==> src/rtl/sdram_arb_pkg.sv <==
// Shared types and constants for the SDRAM two-port arbiter.
// The optional statistics block is enabled with SDRAM_ARB_STATS_EN.
package sdram_arb_pkg;

   typedef enum logic [1:0] {
      IDLE,
      SPI_BUSY,
      USER_BUSY,
      RELEASE
   } arb_state_t;

   localparam logic [15:0] SPI_FILL_DATA = 16'hDEAD;

   localparam int STAT_GRANT_W = 16;
   localparam int STAT_DEFER_W = 16;
   localparam int STAT_WAIT_W  = 8;

endpackage

==> src/rtl/sdram_arb_stats.sv <==
// Grant, deferral and worst-case SPI wait counters for sdram_arbiter.
// Instantiated only when SDRAM_ARB_STATS_EN is defined.
module sdram_arb_stats
   import sdram_arb_pkg::*;
(
   input  logic                    clk,
   input  logic                    reset,
   input  logic                    spi_req,
   input  logic                    spi_grant,
   input  logic                    user_grant,
   input  logic                    spi_busy,
   input  logic                    release_st,
   input  logic                    user_defer,
   output logic [STAT_GRANT_W-1:0] stat_spi_grants,
   output logic [STAT_DEFER_W-1:0] stat_user_defers,
   output logic [STAT_WAIT_W-1:0]  stat_spi_wait_max
);

   logic                   owner_spi;
   logic                   spi_waiting;
   logic [STAT_WAIT_W-1:0] wait_cnt;
   logic [STAT_WAIT_W-1:0] wait_now;

   // While SPI owns the access (busy or draining its ack) a held req is not waiting.
   assign spi_waiting = spi_req && !spi_busy && !(release_st && owner_spi);
   assign wait_now    = (wait_cnt == '1) ? wait_cnt : wait_cnt + STAT_WAIT_W'(1);

   always_ff @(posedge clk or posedge reset) begin
      if (reset) begin
         owner_spi         <= 1'b0;
         wait_cnt          <= '0;
         stat_spi_grants   <= '0;
         stat_user_defers  <= '0;
         stat_spi_wait_max <= '0;
      end else begin
         if (spi_grant)
            owner_spi <= 1'b1;
         else if (user_grant)
            owner_spi <= 1'b0;

         if (spi_grant)
            stat_spi_grants <= stat_spi_grants + STAT_GRANT_W'(1);

         if (user_defer && stat_user_defers != '1)
            stat_user_defers <= stat_user_defers + STAT_DEFER_W'(1);

         if (spi_grant) begin
            wait_cnt <= '0;
            if (wait_now > stat_spi_wait_max)
               stat_spi_wait_max <= wait_now;
         end else if (spi_waiting) begin
            wait_cnt <= wait_now;
         end else begin
            wait_cnt <= '0;
         end
      end
   end

endmodule

==> src/rtl/sdram_arbiter.sv <==
// Sequences SPI-flash reads and user accesses onto one SDRAM controller port.
// Define SDRAM_ARB_STATS_EN to add the stat_* counter outputs.
module sdram_arbiter
   import sdram_arb_pkg::*;
#(
   parameter int ADDR_W = 32,
   parameter int DATA_W = 16
) (
   input  logic              clk,
   input  logic              reset,
   input  logic              spi_req,
   input  logic [ADDR_W-1:0] spi_addr,
   input  logic              spi_critical,
   input  logic              spi_refresh_inhibit,
   output logic              spi_ack,
   output logic [DATA_W-1:0] spi_rd_data,
   input  logic              user_req,
   input  logic              user_we,
   input  logic [ADDR_W-1:0] user_addr,
   input  logic [DATA_W-1:0] user_wr_data,
   input  logic [1:0]        user_wr_mask,
   output logic              user_ack,
   output logic [DATA_W-1:0] user_rd_data,
   output logic              user_idle,
   output logic              sd_enable,
   output logic              sd_we,
   output logic [ADDR_W-1:0] sd_addr,
   output logic [DATA_W-1:0] sd_wr_data,
   output logic [1:0]        sd_wr_mask,
   output logic              sd_refresh_inhibit,
   input  logic              sd_ack_level,
   input  logic [DATA_W-1:0] sd_rd_data,
   input  logic              sd_idle
`ifdef SDRAM_ARB_STATS_EN
   ,
   output logic [STAT_GRANT_W-1:0] stat_spi_grants,
   output logic [STAT_DEFER_W-1:0] stat_user_defers,
   output logic [STAT_WAIT_W-1:0]  stat_spi_wait_max
`endif
);

   arb_state_t state, next_state;
   logic       spi_grant, user_grant;
   logic       spi_done, user_done;

   // NOTE: sequential state uses <= so every register samples pre-edge values.
   always_ff @(posedge clk or posedge reset) begin
      if (reset)
         state <= IDLE;
      else
         state <= next_state;
   end

   // NOTE: next_state defaults to state first, so no branch can infer a latch.
   always_comb begin
      next_state = state;
      case (state)
         IDLE: begin
            if (spi_req)
               next_state = SPI_BUSY;
            else if (user_req && !spi_critical)
               next_state = USER_BUSY;
         end
         SPI_BUSY, USER_BUSY: begin
            if (sd_ack_level)
               next_state = RELEASE;
         end
         RELEASE: begin
            if (!sd_ack_level)
               next_state = IDLE;
         end
         default: next_state = IDLE;
      endcase
   end

   always_comb begin
      spi_grant          = (state == IDLE) && spi_req;
      user_grant         = (state == IDLE) && !spi_req && user_req && !spi_critical;
      spi_done           = (state == SPI_BUSY) && sd_ack_level;
      user_done          = (state == USER_BUSY) && sd_ack_level;
      user_idle          = sd_idle && !spi_critical && (state == IDLE);
      sd_refresh_inhibit = spi_critical && spi_refresh_inhibit;
   end

   // Downstream fields are captured once at grant, so later req/addr changes are ignored.
   always_ff @(posedge clk or posedge reset) begin
      if (reset) begin
         sd_enable    <= 1'b0;
         sd_we        <= 1'b0;
         sd_addr      <= '0;
         sd_wr_data   <= '0;
         sd_wr_mask   <= 2'b00;
         spi_ack      <= 1'b0;
         user_ack     <= 1'b0;
         spi_rd_data  <= '0;
         user_rd_data <= '0;
      end else begin
         sd_enable <= (next_state == SPI_BUSY) || (next_state == USER_BUSY);
         spi_ack   <= spi_done;
         user_ack  <= user_done;
         if (spi_done)
            spi_rd_data <= sd_rd_data;
         if (user_done)
            user_rd_data <= sd_rd_data;
         if (spi_grant) begin
            sd_addr    <= spi_addr;
            sd_we      <= 1'b0;
            sd_wr_data <= DATA_W'(SPI_FILL_DATA);
            sd_wr_mask <= 2'b00;
         end else if (user_grant) begin
            sd_addr    <= user_addr;
            sd_we      <= user_we;
            sd_wr_data <= user_wr_data;
            sd_wr_mask <= user_wr_mask;
         end
      end
   end

`ifdef SDRAM_ARB_STATS_EN
   sdram_arb_stats u_stats (
      .clk               (clk),
      .reset             (reset),
      .spi_req           (spi_req),
      .spi_grant         (spi_grant),
      .user_grant        (user_grant),
      .spi_busy          (state == SPI_BUSY),
      .release_st        (state == RELEASE),
      .user_defer        ((state == IDLE) && user_req && spi_critical),
      .stat_spi_grants   (stat_spi_grants),
      .stat_user_defers  (stat_user_defers),
      .stat_spi_wait_max (stat_spi_wait_max)
   );
`endif

endmodule

==> config.mk <==
export PLATFORM = sky130hd
export DESIGN_NAME = sdram_arbiter
export DESIGN_NICKNAME = d
export VERILOG_FILES = /design/src/rtl/sdram_arb_pkg.sv /design/src/rtl/sdram_arb_stats.sv /design/src/rtl/sdram_arbiter.sv
export SDC_FILE = /design/constraint.sdc
export NUM_CORES = 1
export LEC_CHECK = 0
export BUFFER_PORTS_ARGS = -buffer_cell sky130_fd_sc_hd__buf_2
export CAP_MARGIN = 20
export CORE_MARGIN = 4
export CORE_UTILIZATION = 40
export DETAILED_ROUTE_END_ITERATION = 12
export GPL_TIMING_DRIVEN = 0
export PLACE_DENSITY_LB_ADDON = 0.15
export RECOVER_POWER = 25
export SKIP_LAST_GASP = 1
export SLEW_MARGIN = 25
export SYNTH_ARGS = -nofsm -noshare
export SYNTH_HDL_FRONTEND = slang
export SYNTH_HIERARCHICAL = 1
export SYNTH_SLANG_ARGS = --single-unit
==> constraint.sdc <==
create_clock -name clk -period 3.38 [get_ports clk]
set_clock_uncertainty 0.15 [all_clocks]
set_input_delay 0.507 -clock clk [delete_from_list [all_inputs] [get_ports clk]]
set_output_delay 0.507 -clock clk [all_outputs]
set_load 0.05 [all_outputs]
==> run_results.csv, run 1 <==
group,metric,value,unit
outcome,outcome,"finished, final reports clean",
pwr,ir_worst_vdd,0.5733,mV
yosys,yosys_warnings,6,
global_routing,grtUsageMet3,5.548,%
global_routing,grt_pass1_vias,3018,
clocking,numCtsBuffers,9,
yosys,synth_nets,394,
floorplan,dieHeight,102.5,µm
placed_design,place_ws,1.237,ns
worst_setup_path,crit_chain,"buf_2 -> or2_1 -> nor3b_1 -> buf_2",
yosys,synth_ff_type,"dfrtp_1",
clocking,clock-root-buffer,"clkbuf_8",
final_layout,stdcell_count,607,
placed_design,dp_hpwl,7.649,mm
yosys,synth_enable_flop_cells,0,
worst_setup_path,critPathCaptureType,"output pin",
floorplan,core,8721,µm²
worst_setup_path,path_class,"register to output pin",
global_routing,antenna_found_initial,0,
final_layout,antennaDiodeCount,0,
final_layout,nets,601,
floorplan,die_w,102.5,µm
final_layout,utilization,56.59,%
final_layout,area_delta_synth_final,38.10,%
yosys,yosysUniqueCellTypes,28,
clocking,clock_sinks,88,
floorplan,io_pins,195,
yosys,ys_seq_area_share,61.62,%
worst_setup_path,crit_buf_inv,2,
pwr,pwr-share-comb,51.4,%
floorplan,start_util,40.98,%
placed_design,finalWeightedCongestion,0.7578,
routing,routed_wl,10.07,mm
worst_setup_path,crit_top_cell,"buf_2",
routing,via_count,3057,
pwr,seqPwrFrac,33.2,%
yosys,syn_avg_cell_area,12.45,µm²
final_layout,final_area,4935,µm²
global_routing,grt_use_total,18.72,%
clocking,ctsLongestPathBuffers,2,
clocking,clk_pin_slew_worst_paths,0.09,ns
global_routing,grt_overflow,0,
routing,firstDrtPassIters,4,
sta,max_slew_margin,19.58,%
yosys,synth_cells,287,
final_layout,seq_area,2202,µm²
pwr,p_sw_share,49.60,%
routing,detailedRoute.firstIterationViolations,83,
worst_setup_path,slowest_stage,"dfrtp_1",
yosys,yosys.cell_count.top_type,"dfrtp_1",
sta,grt_setup_unrepaired,"false",
pwr,power_switching,2477,µW
clocking,ctsHtreeMaxLevel,3,
pwr,p_leak,0.002426,µW
sta,final_max_slew_viol_count,0,
yosys,synthTopCellsByCount,"88 x dfrtp_1, 34 x nand2_1, 32 x mux2_2",
global_routing,grtUsageMet2,31.18,%
final_layout,multi_input_area,1244,µm²
worst_setup_path,max_stage_delay,0.36,ns
final_layout,fill_cells,756,
clocking,cts_tree,"done",
yosys,synth.area.top_cells,"dfrtp_1 62%, mux2_2 10%, a2bb2oi_1 6.9%",
worst_setup_path,worstPathArrival,1.69,ns
routing,vias_per_cell,5.036,
final_layout,drive_above_1_share,51.90,%
placed_design,portBuffers,194,
sta,post-route-period-util,69.35,%
sta,setup_ws,1.036,ns
sta,post-route-min-period,2.344,ns
sta,hold_slack,0.2157,ns
routing,drt_drc_violations_left,0,
global_routing,met1_usage,23.37,%
yosys,yosys_register_bits,88,
sta,worstMarginPinSlew,1.200,ns
worst_setup_path,worstPathMaxFanout,9,
sta,fmax,426.6,MHz
sta,final-hold-violation-count,0,
global_routing,grt-busiest-layer,"met2",
yosys,synth-async-reset-ratio,100.0,%
sta,finalSetupViolations,0,
pwr,p_per_area,1012,nW/µm²
clocking,clock_latency,0.35,ns
placed_design,dpl.cell_count,590,
placed_design,place_area,4712,µm²
yosys,yosys.area.top_type,"dfrtp_1",
pwr,intPower,2517,µW
global_routing,grt_pass1_wl,15.08,mm
yosys,syn_area,3573,µm²
yosys,synth_top_cell_area_share,61.62,%
worst_setup_path,start_kind,"register",
routing,ant_nets,0,
job,maxCapViolCount,0,
floorplan,row_count,34,
floorplan,die-area,10510,µm²
routing,wl_per_cell,16.60,µm
worst_setup_path,critPathTopFamily,"simple AND/OR/NAND/NOR gates",
pwr,clockPowerShare,15.4,%
min_path,hp-class,"primary input to register",
worst_setup_path,crit_required,2.72,ns
global_routing,grt_max_degree,65,
-- routing by layer --
metal  vias to the layer above  wire (µm)
met4                         0        112
met5                         -          0
met1                      1456       4103
li1                       1470          -
met3                        10        939
met2                       121       4917
-- cell type report --
cell class | count | share of cell area (%)
Multi-Input combinational cell | 175 | 25.20
Buffer | 20 | 2.282
Tap cell | 108 | 2.738
Sequential cell | 88 | 44.62
Inverter | 4 | 0.3296
Timing Repair Buffer | 196 | 20.44
Clock buffer | 12 | 3.347
Clock inverter | 4 | 1.040
-- power groups by stage --
stage                     clock (µW)  sequential (µW)  combinational [µW]
after global routing             837             1710                2700
final                            768             1660                2570
after detailed placement           0             1680                2590
after global placement             0             1660                2560
after CTS                        792             1660                2600
after floorplan                    0             3120                 488
-- kinds of logic after synthesis --
| kind of cell | count (synthesis) | synth area share [%] |
|---|---|---|
| AND/OR/NAND/NOR | 61 | 8.473 |
| AO/OA/AOI/OAI | 81 | 16.00 |
| multiplexers | 32 | 10.08 |
| flip-flops | 88 | 61.62 |
| XOR/XNOR | 1 | 0.2451 |
| buffers and inverters | 24 | 3.571 |
-- worst register-to-register path: stages (launching register included) --
cell     delay, ns
dfrtp_1       0.36
buf_2         0.17
nor4b_2       0.76
buf_6         0.24
nand2_1       0.06
a21oi_1       0.12
-- cells in the final DEF, fill, tap and decap left out, drive strengths merged, types with 2 or more instances in the layout --
cell type  synthesis  final
a21oi             12     12
dfrtp             88     88
o21ai              2      2
o22ai             31     31
a2bb2oi           28     28
clkbuf             9     21
nor2               3      3
and2               4      4
clkinvlp           0      2
nand3              9      9
a31oi              3      3
nand3b             2      2
mux2              32     32
nand2             34     34
clkinv             1      3
inv                3      2
or3b               2      2
nor2b              3      3
o2bb2ai            3      3
buf               11    206
-- state kept, by name, indices dropped and copies added, names as in the netlist --
signal        cells
sd_addr          32
spi_rd_data      16
sd_wr_data       16
sd_wr_mask        2
state             2
user_ack          1
sd_we             1
user_rd_data     16
spi_ack           1
sd_enable         1
-- final timing paths --
kind                       slack [ns]             start  depth (start not counted)               to
hold reg to reg                  0.34    sd_wr_data[12]                          2   sd_wr_data[12]
min in group asynchronous        0.79             reset                          3   spi_rd_data[6]
setup / recovery                 1.04          state[0]                          4        user_idle
setup reg to reg                 1.46          state[0]                          5    sd_wr_data[6]
hold / removal                   0.22  user_wr_data[12]                          3   sd_wr_data[12]
max in group asynchronous        1.47             reset                          4  spi_rd_data[13]
-- what timing repair did --
item	in CTS	in global routing
setup endpoints to repair	0	0
endpoints found under the hold margin	24	0
hold buffers	1	0
setup buffers	0	0
resized for setup	0	0
-- per-stage QoR --
stage,TNS [ns],power (µW)
3_3_place_gp,-49.61,4224
3_5_place_dp,0,4271
2_1_floorplan,0,3605
4_1_cts,0,5051
6_report,0,4994
5_1_grt,0,5245
Power figures use the tool's default switching activity.
==> run 2, diff against run 1 <==
- ABC_AREA: default -> 1
- clock period: 3.38 -> 2.1 ns (I/O delays scaled with it)
==> run_results.csv, run 2 <==
group,metric,value,unit
routing,wl_per_cell,13.89,µm
yosys,syn_avg_cell_area,8.160,µm²
final_layout,antennaDiodeCount,0,
worst_setup_path,crit_required,1.63,ns
sta,worstMarginPinSlew,0.7948,ns
floorplan,dieHeight,106.6,µm
worst_setup_path,reg2regPathDepth,9,
yosys,synth-compound-area-share,6.397,%
sta,final-hold-violation-count,0,
placed_design,portBuffers,193,
worst_setup_path,r2r-end,"sd_addr[23]",
final_layout,stdcell_count,828,
min_path,hold_path_end,"sd_wr_data[10]",
sta,fmax,531.3,MHz
routing,via_count,3821,
worst_setup_path,worstPathMaxFanout,6,
routing,wl_met3,914,µm
yosys,synth_ff_type,"dfrtp_1",
global_routing,grt_max_degree,32,
yosys,synthAdderAreaFrac,0,%
job,maxCapViolCount,0,
clocking,ctsHtreeMaxLevel,3,
routing,routed_wl,11.50,mm
yosys,yosys.cell_count.top_type,"nand2_1",
routing,firstDrtPassIters,4,
sta,max_slew_margin,47.01,%
yosys,synth.area.top_cells,"dfrtp_1 57%, nand2_1 23%, o21ai_0 5.1%",
floorplan,io_pins,195,
worst_setup_path,max_stage_delay,0.41,ns
global_routing,grt_use_total,20.25,%
final_layout,largest_reg_flops,32,
worst_setup_path,r2r-start,"state[1]",
min_path,hold_start,"user_wr_data[10]",
worst_setup_path,worstPathArrival,1.42,ns
outcome,outcome,"finished, final reports clean",
yosys,synth-async-reset-ratio,100.0,%
worst_setup_path,start_kind,"register",
worst_setup_path,slowest_stage,"dfrtp_1",
yosys,synth_top_cell_area_share,56.57,%
final_layout,drive_above_1_share,35.34,%
pwr,p_per_area,1612,nW/µm²
yosys,yosys_register_bits,88,
routing,vias_per_cell,4.615,
clocking,numCtsBuffers,9,
worst_setup_path,critPathCaptureType,"output pin",
floorplan,row_count,35,
clocking,cts_tree,"done",
sta,setup_tns,0,ns
global_routing,grt_overflow,0,
pwr,seqPwrFrac,32.8,%
routing,met1_length,4.942,mm
routing,ant_nets,0,
pwr,power_switching,4706,µW
floorplan,core,9371,µm²
sta,post-route-min-period,1.882,ns
routing,drt_drc_violations_left,0,
routing,detailedRoute.firstIterationViolations,193,
yosys,synthMuxAreaShare,0,%
yosys,synth_nets,584,
floorplan,die_w,106.6,µm
placed_design,place_area,5084,µm²
clocking,ctsLongestPathBuffers,2,
yosys,synthTopCellsByCount,"243 x nand2_1, 88 x dfrtp_1, 40 x o21ai_0",
global_routing,grt_pass1_wl,18.60,mm
placed_design,dp_hpwl,8.783,mm
yosys,synth_cells,477,
clocking,clock-root-buffer,"clkbuf_8",
yosys,syn_area,3892,µm²
sta,grt_setup_unrepaired,"false",
worst_setup_path,crit_chain,"nor2_2 -> buf_8 -> nand2_1 -> nor2_1 -> buf_4",
final_layout,nets,801,
routing,dr_wl_met2,5.576,mm
clocking,clk_pin_slew_worst_paths,0.09,ns
yosys,yosys_warnings,6,
floorplan,start_util,41.54,%
final_layout,final_area,5344,µm²
pwr,p_leak,0.003184,µW
placed_design,dpl.cell_count,802,
pwr,intPower,3907,µW
final_layout,regMostFlops,"sd_addr",
sta,post-route-period-util,89.63,%
global_routing,antenna_found_initial,0,
clocking,clock_latency,0.35,ns
final_layout,fill_cells,921,
routing,top_layer,"met4",
placed_design,finalWeightedCongestion,0.8112,
yosys,yosys.area.top_type,"dfrtp_1",
sta,final_max_slew_viol_count,0,
clocking,clock_sinks,88,
final_layout,layout_commonest_cell,"nand2_1",
yosys,yosysUniqueCellTypes,18,
floorplan,die-area,11370,µm²
pwr,p_sw_share,54.64,%
yosys,synth_enable_flop_cells,0,
yosys,synthXorXnorAreaFrac,0,%
final_layout,multi_input_area,1410,µm²
pwr,ir_worst_vdd,0.9953,mV
yosys,ys_seq_area_share,56.57,%
min_path,hp-class,"primary input to register",
final_layout,final_cell_mix,"243 x nand2_1, 199 x buf_2, 88 x dfrtp_1, 40 x o21ai_0, 36 x nand3_1",
pwr,pwr-share-comb,54.3,%
pwr,clockPowerShare,12.9,%
yosys,synth_top_family_by_area,"simple AND/OR/NAND/NOR gates",
worst_setup_path,rrSetupSlack,0.40,ns
global_routing,grt_pass1_vias,3789,
yosys,yosys.area_share.simple,29.83,%
final_layout,area_delta_synth_final,37.29,%
min_path,whs_path_depth,3,
final_layout,seq_area,2202,µm²
worst_setup_path,path_class,"register to output pin",
sta,finalSetupViolations,0,
run 2: cell count changes in the layout (fill, tap and decap cells not counted), sizes merged, moves of 11 or more:
cell     change
a21oi       -11
a2bb2oi     -28
buf         +11
inv         +27
mux2        -32
nand2      +211
nand3       +30
o21ai       +43
o22ai       -31
run 2: cells by family (layout without fill, tap and decap cells):
kind of cell,after synthesis,count (layout)
AND/OR/NAND/NOR,289,289
flip-flops,88,88
buffers and inverters,54,276
AO/OA/AOI/OAI,46,46
run 2: per-stage QoR:
step,utilization (%),power [µW],hold WS (ns),setup slack (ns)
2_1_floorplan,-,6293,0.2786,0.1043
3_3_place_gp,53.60,7460,0.2997,0.01436
3_5_place_dp,54.25,7545,0.06548,0.2330
4_1_cts,56.86,8678,0.004079,0.07944
5_1_grt,57.02,9074,0.005825,0.09771
6_report,57.02,8613,0.02342,0.2177
run 2: how the worst max path moves through the flow:
stage / cells after the start / startpoint / to / slack, ns
floorplan: 5 / state[1] / user_idle / 0.10
global placement: 2 / reset / sd_we / 0.01
detailed placement: 6 / state[1] / user_idle / 0.23
CTS: 5 / state[1] / user_idle / 0.08
global route: 5 / state[1] / user_idle / 0.1
finish: 5 / state[1] / user_idle / 0.22
run 2: cell type report:
class,instances,area share [%]
inverter,27,1.920
timing repair buffer,207,20.63
sequential,88,41.21
buffer,26,3.325
multi-input combinational,335,26.39
clock buffer,10,2.576
tap,129,3.020
clock inverter,6,0.9365
run 2: repair_timing:
action	in CTS	in global routing
hold buffers	6	0
gates resized for setup	1	1
endpoints found under the hold margin	37	0
setup endpoints to repair	1	1
buffers inserted	0	5
run 2: layer usage:
metal  up-vias  track usage (%)
li1       1906                -
met5         -                0
met1      1773            26.57
met4         0            4.201
met2       134            33.95
met3         8            5.358
run 2: power by group through the flow:
stage	sequential, µW	clock (µW)	combinational [µW]
after floorplan	5450	0	844
after global placement	2820	0	4640
after detailed placement	2840	0	4700
after CTS	2830	1150	4700
after global routing	2920	1220	4930
final	2830	1110	4670
run 2: worst max-delay path: cells and delay by family, from the launching register on:
kind	cells	cell delay, ns
flip-flops	1	0.41
AND/OR/NAND/NOR	3	0.33
buffers and inverters	2	0.33
==> run 3, diff against run 2 <==
- PLACE_DENSITY: default -> 0.74
- PLACE_DENSITY_LB_ADDON: 0.15 -> default
==> run_results.csv, run 3 (synthesis results as in run 2) <==
group,metric,value,unit
clocking,cts_tree,"done",
final_layout,seq_area,2202,µm²
global_routing,grt_overflow,0,
final_layout,fill_cells,894,
sta,grt_setup_unrepaired,"false",
final_layout,largest_reg_flops,32,
clocking,ctsLongestPathBuffers,2,
final_layout,multi_input_area,1410,µm²
worst_setup_path,worstPathMaxFanout,19,
floorplan,io_pins,195,
floorplan,row_count,35,
routing,firstDrtPassIters,4,
final_layout,regMostFlops,"sd_addr",
clocking,clock-root-buffer,"clkbuf_8",
routing,routed_wl,11.16,mm
sta,worstMarginPinSlew,0.7161,ns
placed_design,dp_hpwl,8.566,mm
worst_setup_path,max_stage_delay,0.42,ns
sta,hold_slack,0.02210,ns
clocking,clk_pin_slew_worst_paths,0.09,ns
floorplan,dieHeight,106.6,µm
worst_setup_path,critPathCaptureType,"output pin",
pwr,p_per_area,1622,nW/µm²
routing,via_count,3844,
routing,wl_per_cell,13.58,µm
sta,final-hold-violation-count,0,
clocking,clock_latency,0.34,ns
pwr,ir_worst_vdd,0.9826,mV
final_layout,area_delta_synth_final,35.74,%
final_layout,drive_above_1_share,34.78,%
clocking,numCtsBuffers,9,
routing,detailedRoute.firstIterationViolations,252,
floorplan,die-area,11370,µm²
final_layout,antennaDiodeCount,0,
worst_setup_path,start_kind,"register",
worst_setup_path,slowest_stage,"dfrtp_1",
sta,max_slew_margin,52.26,%
final_layout,nets,795,
worst_setup_path,crit_required,1.63,ns
min_path,hp-class,"primary input to register",
clocking,clock_sinks,88,
final_layout,final_cell_mix,"243 x nand2_1, 198 x buf_2, 88 x dfrtp_1, 40 x o21ai_0, 36 x nand3_1",
placed_design,finalWeightedCongestion,0.7692,
floorplan,start_util,41.54,%
sta,post-route-period-util,93.36,%
sta,setup_ws,0.1395,ns
job,maxCapViolCount,0,
sta,fmax,510.1,MHz
final_layout,layout_commonest_cell,"nand2_1",
worst_setup_path,worstPathArrival,1.50,ns
clocking,ctsHtreeMaxLevel,3,
routing,vias_per_cell,4.676,
floorplan,die_w,106.6,µm
sta,final_max_slew_viol_count,0,
global_routing,antenna_found_initial,0,
sta,finalSetupViolations,0,
floorplan,core,9371,µm²
worst_setup_path,path_class,"register to output pin",
placed_design,place_area,5084,µm²
final_layout,final_area,5284,µm²
pwr,p_leak,0.003144,µW
global_routing,grt_pass1_wl,18.62,mm
sta,setup_tns,0,ns
placed_design,place_ws,0.2869,ns
outcome,outcome,"finished, final reports clean",
sta,post-route-min-period,1.961,ns
routing,ant_nets,0,
global_routing,grt_pass1_vias,3831,
placed_design,portBuffers,193,
routing,drt_drc_violations_left,0,
global_routing,grt_use_total,20.16,%
global_routing,grt_max_degree,33,
worst_setup_path,crit_chain,"nor2_2 -> buf_6 -> nand2_1 -> nor2_1 -> buf_4",
## run 3: critical path: cells and delay by family (launching register included)
family | cells | cell delay (ns)
and+or+nand+nor | 3 | 0.32
buffers and inverters | 2 | 0.41
DFF | 1 | 0.42
## run 3: timing repair
item,CTS,global route
buffers inserted,0,0
endpoints found under the hold margin,60,0
hold buffers,5,0
resized for setup,1,0
endpoints found under the setup margin,1,0
## run 3: final timing paths
kind | depth (start not counted) | end | slack [ns] | start
max | 5 | user_idle | 0.14 | state[1]
min | 3 | sd_wr_mask[0] | 0.02 | user_wr_mask[0]
max reg2reg | 8 | sd_wr_data[2] | 0.41 | state[1]
min reg2reg | 2 | sd_addr[5] | 0.32 | sd_addr[5]
max in group asynchronous | 5 | user_rd_data[13] | 0.58 | reset
min in group asynchronous | 4 | sd_addr[20] | 0.57 | reset
## run 3: power by group
part | switching, µW | internal, µW | total (µW)
clock | 663 | 455 | 1120
combinational | 3660 | 977 | 4640
sequential | 385 | 2430 | 2820
total | 4710 | 3860 | 8570
## run 3: stage by stage
stage,cells,util (%),power (µW)
final,822,56.38,8571
after global routing,822,56.38,9081
after CTS,822,56.74,8669
after detailed placement,802,54.25,7524
after global placement,799,53.60,7432
after floorplan,477,-,6293
## run 3: final cells by class
cell class | count | share of cell area [%]
well taps | 129 | 3.055
multi-input cells | 335 | 26.69
inverters | 27 | 1.942
flip-flops and latches | 88 | 41.68
repair buffers | 201 | 19.82
plain buffers | 26 | 3.292
clock inverters | 7 | 1.184
clock buffers | 9 | 2.344
## run 3: layer usage
layer / track usage (%) / routed length (µm) / vias to the layer above
met2: 34.71 / 5513 / 148
li1: - / - / 1899
met1: 25.28 / 4576 / 1788
met3: 5.539 / 968 / 9
met5: 0 / 0 / -
met4: 4.749 / 100 / 0
